$ cat config.mk
export PLATFORM = sky130hd
export DESIGN_NAME = axil_pattern_master
export DESIGN_NICKNAME = d
export VERILOG_FILES = /design/src/rtl/axil_pattern_master.sv
export SDC_FILE = /design/constraint.sdc
export NUM_CORES = 1
export LEC_CHECK = 0
export BUFFER_PORTS_ARGS = -buffer_cell sky130_fd_sc_hd__clkbuf_2
export CAP_MARGIN = 0
export CORE_MARGIN = 10
export CORE_UTILIZATION = 45
export DETAILED_ROUTE_END_ITERATION = 6
export GPL_ROUTABILITY_DRIVEN = 0
export HOLD_SLACK_MARGIN = 0.08
export PLACE_DENSITY = 0.8
export SYNTH_ARGS = -nofsm -noshare
export SYNTH_HDL_FRONTEND = slang
export SYNTH_SLANG_ARGS = --single-unit
export TNS_END_PERCENT = 10
$ cat constraint.sdc
create_clock -name clk -period 6.2 [get_ports clk]
set_input_delay 0.31 -clock clk [delete_from_list [all_inputs] [get_ports clk]]
set_output_delay 0.31 -clock clk [all_outputs]
set_load 0.1 [all_outputs]
$ cat src/rtl/axil_pattern_master.sv
// rtl/axil_pattern_master.sv - AXI4-Lite write-then-readback memory test master
// Writes SEED + i*0x01010101 to NUM_WORDS words, reads them back, and reports mismatches or a stalled handshake.
module axil_pattern_master #(
  parameter logic [31:0] BASE_ADDR = 32'h0000_1000,
  parameter int unsigned NUM_WORDS = 16,
  parameter logic [31:0] SEED      = 32'hDEAD_BEEF,
  parameter int unsigned TIMEOUT   = 1024
) (
  input  logic        clk,
  input  logic        resetn,
  input  logic        start,
  output logic        busy,
  output logic        done,
  output logic        pass,
  output logic        timeout,
  output logic [15:0] err_count,
  output logic [31:0] first_err_addr,
  output logic        mem_axi_awvalid,
  input  logic        mem_axi_awready,
  output logic [31:0] mem_axi_awaddr,
  output logic [2:0]  mem_axi_awprot,
  output logic        mem_axi_wvalid,
  input  logic        mem_axi_wready,
  output logic [31:0] mem_axi_wdata,
  output logic [3:0]  mem_axi_wstrb,
  input  logic        mem_axi_bvalid,
  output logic        mem_axi_bready,
  output logic        mem_axi_arvalid,
  input  logic        mem_axi_arready,
  output logic [31:0] mem_axi_araddr,
  output logic [2:0]  mem_axi_arprot,
  input  logic        mem_axi_rvalid,
  output logic        mem_axi_rready,
  input  logic [31:0] mem_axi_rdata
);

  typedef enum logic [2:0] {
    S_IDLE, S_WR_REQ, S_WR_RESP, S_RD_REQ, S_RD_RESP, S_DONE
  } state_e;

  localparam logic [15:0] LAST_IDX   = 16'(NUM_WORDS - 1);
  localparam logic [31:0] WAIT_LAST  = 32'(TIMEOUT - 1);
  localparam bit          TIMEOUT_EN = (TIMEOUT != 0);

  state_e      state_q, state_d;
  logic [15:0] idx_q, idx_d;
  logic        awvalid_q, awvalid_d;
  logic        wvalid_q, wvalid_d;
  logic [31:0] wait_q, wait_d;
  logic        timeout_q, timeout_d;
  logic [15:0] err_count_q, err_count_d;
  logic [31:0] first_err_q, first_err_d;

  logic [31:0] cur_addr;
  logic [31:0] cur_data;
  logic        last_word;
  logic        waiting;

  assign cur_addr  = BASE_ADDR + {14'd0, idx_q, 2'b00};
  assign cur_data  = SEED + ({16'd0, idx_q} * 32'h0101_0101);
  assign last_word = (idx_q == LAST_IDX);
  assign waiting   = (state_q == S_WR_REQ) || (state_q == S_WR_RESP) ||
                     (state_q == S_RD_REQ) || (state_q == S_RD_RESP);

  always_ff @(posedge clk or negedge resetn) begin
    if (!resetn) begin
      state_q     <= S_IDLE;
      idx_q       <= 16'd0;
      awvalid_q   <= 1'b0;
      wvalid_q    <= 1'b0;
      wait_q      <= 32'd0;
      timeout_q   <= 1'b0;
      err_count_q <= 16'd0;
      first_err_q <= 32'd0;
    end else begin
      state_q     <= state_d;
      idx_q       <= idx_d;
      awvalid_q   <= awvalid_d;
      wvalid_q    <= wvalid_d;
      wait_q      <= wait_d;
      timeout_q   <= timeout_d;
      err_count_q <= err_count_d;
      first_err_q <= first_err_d;
    end
  end

  always_comb begin
    state_d     = state_q;
    idx_d       = idx_q;
    awvalid_d   = awvalid_q;
    wvalid_d    = wvalid_q;
    wait_d      = 32'd0;
    timeout_d   = timeout_q;
    err_count_d = err_count_q;
    first_err_d = first_err_q;

    case (state_q)
      S_IDLE, S_DONE: begin
        if (start) begin
          state_d     = S_WR_REQ;
          idx_d       = 16'd0;
          awvalid_d   = 1'b1;
          wvalid_d    = 1'b1;
          timeout_d   = 1'b0;
          err_count_d = 16'd0;
          first_err_d = 32'd0;
        end
      end
      S_WR_REQ: begin
        // Address and data channels retire independently, in either order.
        if (awvalid_q && mem_axi_awready) awvalid_d = 1'b0;
        if (wvalid_q && mem_axi_wready)   wvalid_d  = 1'b0;
        if (!awvalid_d && !wvalid_d)      state_d   = S_WR_RESP;
      end
      S_WR_RESP: begin
        if (mem_axi_bvalid) begin
          if (last_word) begin
            idx_d   = 16'd0;
            state_d = S_RD_REQ;
          end else begin
            idx_d     = idx_q + 16'd1;
            state_d   = S_WR_REQ;
            awvalid_d = 1'b1;
            wvalid_d  = 1'b1;
          end
        end
      end
      S_RD_REQ: begin
        if (mem_axi_arready) state_d = S_RD_RESP;
      end
      S_RD_RESP: begin
        if (mem_axi_rvalid) begin
          if (mem_axi_rdata != cur_data) begin
            if (err_count_q == 16'd0)     first_err_d = cur_addr;
            if (err_count_q != 16'hFFFF)  err_count_d = err_count_q + 16'd1;
          end
          if (last_word) begin
            state_d = S_DONE;
          end else begin
            idx_d   = idx_q + 16'd1;
            state_d = S_RD_REQ;
          end
        end
      end
      default: state_d = S_IDLE;
    endcase

    // A completing handshake on the final allowed cycle wins over the abort.
    if (waiting && (state_d == state_q)) begin
      if (TIMEOUT_EN && (wait_q == WAIT_LAST)) begin
        state_d   = S_DONE;
        awvalid_d = 1'b0;
        wvalid_d  = 1'b0;
        timeout_d = 1'b1;
      end else begin
        wait_d = wait_q + 32'd1;
      end
    end
  end

  assign busy            = waiting;
  assign done            = (state_q == S_DONE);
  assign pass            = done && (err_count_q == 16'd0) && !timeout_q;
  assign timeout         = timeout_q;
  assign err_count       = err_count_q;
  assign first_err_addr  = first_err_q;

  assign mem_axi_awvalid = awvalid_q;
  assign mem_axi_awaddr  = cur_addr;
  assign mem_axi_awprot  = 3'b000;
  assign mem_axi_wvalid  = wvalid_q;
  assign mem_axi_wdata   = cur_data;
  assign mem_axi_wstrb   = 4'b1111;
  assign mem_axi_bready  = (state_q == S_WR_RESP);
  assign mem_axi_arvalid = (state_q == S_RD_REQ);
  assign mem_axi_araddr  = cur_addr;
  assign mem_axi_arprot  = 3'b000;
  assign mem_axi_rready  = (state_q == S_RD_RESP);

endmodule

==> results.tsv <==
stage	metric	value	unit
outcome	status	complete, no violations	
sta	RSZ-0062 raised after global routing	no	
drt	post-DR vias/cell	5.688	
critical_path	Most Frequent Cell on Critical Path	ha_1	
critical_path	Max Fanout on Critical Path	13	
placed_design	pre-CTS setup slack	312.2	ps
yosys	mux cell area share after synthesis	1.346	%
yosys	number of synthesized register bits	87	
global_routing	initial antenna violation count	0	
sta	clock skew	7.916	ps
floorplan	die area	26330	um^2
critical_path	Worst Path Arrival	6130	ps
drt	Initial DRC Count	841	
critical_path	Crit-path slowest cell	ha_1	
drt	drt drc	0	
yosys	synthesized area per cell	8.409	um^2
critical_path	critical path capture point type	flip-flop	
yosys	Seq/Total Area, Yosys	23.90	%
power_and_ir_drop	Lkg Pwr	4.925	nW
min_path	cell count of the worst hold path	3	
cells_and_area	final cell count without fillers	1452	
floorplan	die width	162.3	um
clock_network	CTS H-tree lvls	3	
critical_path	CP startpoint kind	flip-flop	
min_path	Worst Hold Class	in2reg	
placed_design	placed inst area	9639	um^2
cells_and_area	layout cell share with drive strength beyond 1	16.60	%
critical_path	Worst path max stage delay	490	ps
yosys	post-synthesis xor/xnor area fraction	10.88	%
sta	worst setup margin	301.6	ps
yosys	largest family of logic cells by synthesized area	simple AND/OR/NAND/NOR gates	
clock_network	clock sink total	87	
sta	Final Setup Violations	0	
global_routing	global-route wire length before repair	41.50	mm
sta	Final Critical Period	5898	ps
sta	hold slack	238.0	ps
clock_network	root buf cell	clkbuf_16	
yosys	Yosys cell types	81	
clock_network	Clock Path Buffers	2	
placed_design	DPL Wire Length	21.20	mm
drt	First-pass DRT Iterations	6	
yosys	Syn Inst Count	1083	
global_routing	maximum number of pins on one net before global-route repair	71	
clock_network	worst skew pair latency	340	ps
sta	final hold vios	0	
floorplan	Core Rows	51	
global_routing	Global Route Usage Sum	19.19	%
critical_path	R2R cell count	20	
sta	fin crit share	95.14	%
job	# Max-Cap Violations	0	
power_and_ir_drop	Power Total	3.591	mW
floorplan	starting density of the core	46.19	%
critical_path	CP delay by family, top	adder cells	
sta	setup_tns	0	ps
yosys	Synth Area in Adders	16.65	%
placed_design	port bufs	147	
critical_path	CP cell instances	ha_1 -> fa_1 -> ha_1 -> inv_1 -> ha_1 -> or2_2 -> ha_1 -> ha_1 -> nand4_1 -> o2111ai_1 -> o221ai_1 -> a2111o_1 -> nor4_1 -> nand4_1 -> nor4_1 -> nand4_1 -> o21ai_2 -> buf_4 -> nor4_1 -> o22a_1	
floorplan	die height	162.3	um
cells_and_area	Final Util	50.53	%
cells_and_area	diode count	0	
sta	slew margin rel.	22.33	%
yosys	Post-Synth Simple-Gate Area	20.28	%
yosys	Post-synth EDFFs	0	
power_and_ir_drop	Peak VDD IR	0.0002855	V
yosys	top_reg_cell synth	dfrtp_1	
drt	routed length per instance	18.22	um
cells_and_area	final instance area	9963	um^2
clock_network	Clock transition at path regs	70	ps
yosys	Cell Area, Synth	9107	um^2
critical_path	crit path kind	reg2reg	
clock_network	CTS tree	done	
global_routing	total congestion overflow	0	
cells_and_area	Syn-to-layout area delta	9.397	%
floorplan	Ports	203	
drt	routed via count	8259	
yosys	async set or reset register ratio after synthesis	100.0	%
global_routing	number of global-route vias before repair	7993	
critical_path	Levels on crit path	20	
critical_path	CP bufs+invs	2	
yosys	yosys warns	0	
power_and_ir_drop	power per cell area	360.4	nW/um^2
yosys	complex-gate fraction of the synthesized area	14.71	%
clock_network	Num CTS Buffers	9	
placed_design	placed insts	1435	
sta	Peak Freq	0.1695	GHz
cells_and_area	FILL cells	1818	
critical_path	Required @ worst endpoint	6430	ps
cells_and_area	# nets final	1336	
drt	wirelength, routed	26.46	mm
drt	Routed Antenna Nets	0	
sta	final slew viol count	0	
sta	Worst-Margin Slew	1157	ps
floorplan	core area	19720	um^2
clock_network	# Post-CTS Setup Buffers	0	
[cells in the mapped netlist, drive strengths merged (8+ instances only)]
library cell / n / area share, %
a21oi: 56 / 3.3
a22o: 18 / 1.7
a31oi: 8 / 0.55
and2: 9 / 0.62
and3: 18 / 1.2
buf: 106 / 8.3
clkbuf: 15 / 0.62
dfrtp: 87 / 24
fa: 12 / 2.6
ha: 102 / 14
inv: 78 / 3.2
mux2i: 10 / 1.1
nand2: 74 / 3.0
nand2b: 11 / 0.76
nand3: 38 / 2.1
nand4: 28 / 1.9
nor2: 107 / 4.4
nor2b: 12 / 0.82
nor3: 14 / 0.82
nor4: 17 / 1.2
o21a: 9 / 0.76
o21ai: 47 / 2.6
o31ai: 12 / 0.99
xnor2: 65 / 6.5
xor2: 35 / 3.4
[report_power, final]
| part | switching (mW) | leakage (nW) | internal (mW) |
|---|---|---|---|
| combinational | 1.86 | 3.58 | 0.503 |
| clock | 0.226 | 0.145 | 0.335 |
| sequential | 0.0667 | 1.20 | 0.598 |
| total | 2.15 | 4.93 | 1.44 |
[area by class of cell]
| type | instances | area (um^2) | area share, % |
|---|---|---|---|
| inverters | 78 | 292.8 | 2.939 |
| well taps | 265 | 331.6 | 3.328 |
| flip-flops and latches | 87 | 2177 | 21.85 |
| clock buffers | 12 | 256.5 | 2.574 |
| repair buffers | 156 | 808.3 | 8.113 |
| clock inverters | 4 | 53.80 | 0.5400 |
| multi-input cells | 850 | 6043 | 60.66 |
[kinds of logic (layout without fill, tap and decap cells)]
group / count (synthesis) / in the layout
and+or+nand+nor: 364 / 364
adders and majority gates: 114 / 114
AOI/OAI and AO/OA: 201 / 201
other: 2 / 55
buffers and inverters: 199 / 250
xor gates and xnor gates: 104 / 104
muxes: 12 / 12
DFF: 87 / 87
[registers in the layout (all words and copies together), names as in the netlist]
register	count
wait_q	32
first_err_addr	17
err_count	16
idx_q	16
state_q	3
mem_axi_awvalid	1
mem_axi_wvalid	1
timeout	1
[layer usage]
metal  global-route usage [%]  up-vias  part of all wire, %
li1                         -     3838                    -
met1                    24.34     3954                   41
met2                    31.43      413                   47
met3                    4.525       54                  9.0
met4                    6.079        0                  2.6
met5                        0        -                    0
[worst reg2reg max path, stage by stage, from the launching register on]
cell	delay, ps
dfrtp_1	460
ha_1	260
fa_1	420
ha_1	290
inv_1	40
ha_1	160
or2_2	270
ha_1	190
ha_1	490
nand4_1	260
o2111ai_1	250
o221ai_1	180
a2111o_1	410
nor4_1	360
nand4_1	150
nor4_1	320
nand4_1	280
o21ai_2	460
buf_4	280
nor4_1	70
o22a_1	170
[timing repair]
| action | 4_1_cts | 5_1_grt |
|---|---|---|
| resized for setup | 0 | 1 |
| endpoints found under the hold margin | 17 | 0 |
| hold buffers | 1 | 0 |
| endpoints found under the setup margin | 0 | 9 |
[final timing paths]
path,from,endpoint,slack [ps]
worst min-delay path,mem_axi_arready,state_q[2]$_DFF_PN0_,240
max in group asynchronous,resetn,first_err_addr[16]$_DFFE_PN0P_,4670
worst max register to register,idx_q[14]$_DFFE_PN0P_,err_count[12]$_DFFE_PN0P_,300
worst min register to register,wait_q[0]$_DFF_PN0_,wait_q[0]$_DFF_PN0_,490
min in group asynchronous,resetn,err_count[12]$_DFFE_PN0P_,370
worst max-delay path,idx_q[14]$_DFFE_PN0P_,err_count[12]$_DFFE_PN0P_,300
[layout by cell type, fill, tap and decap left out, drive strengths merged, types with 38 or more instances in the layout]
cell type	synthesis	final
nor2	107	107
nand2	74	74
inv	78	78
ha	102	102
a21oi	56	56
nand3	38	38
conb	2	55
o21ai	47	47
clkbuf	15	158
dfrtp	87	87
xnor2	65	65
(Power assumes the default switching activity.)
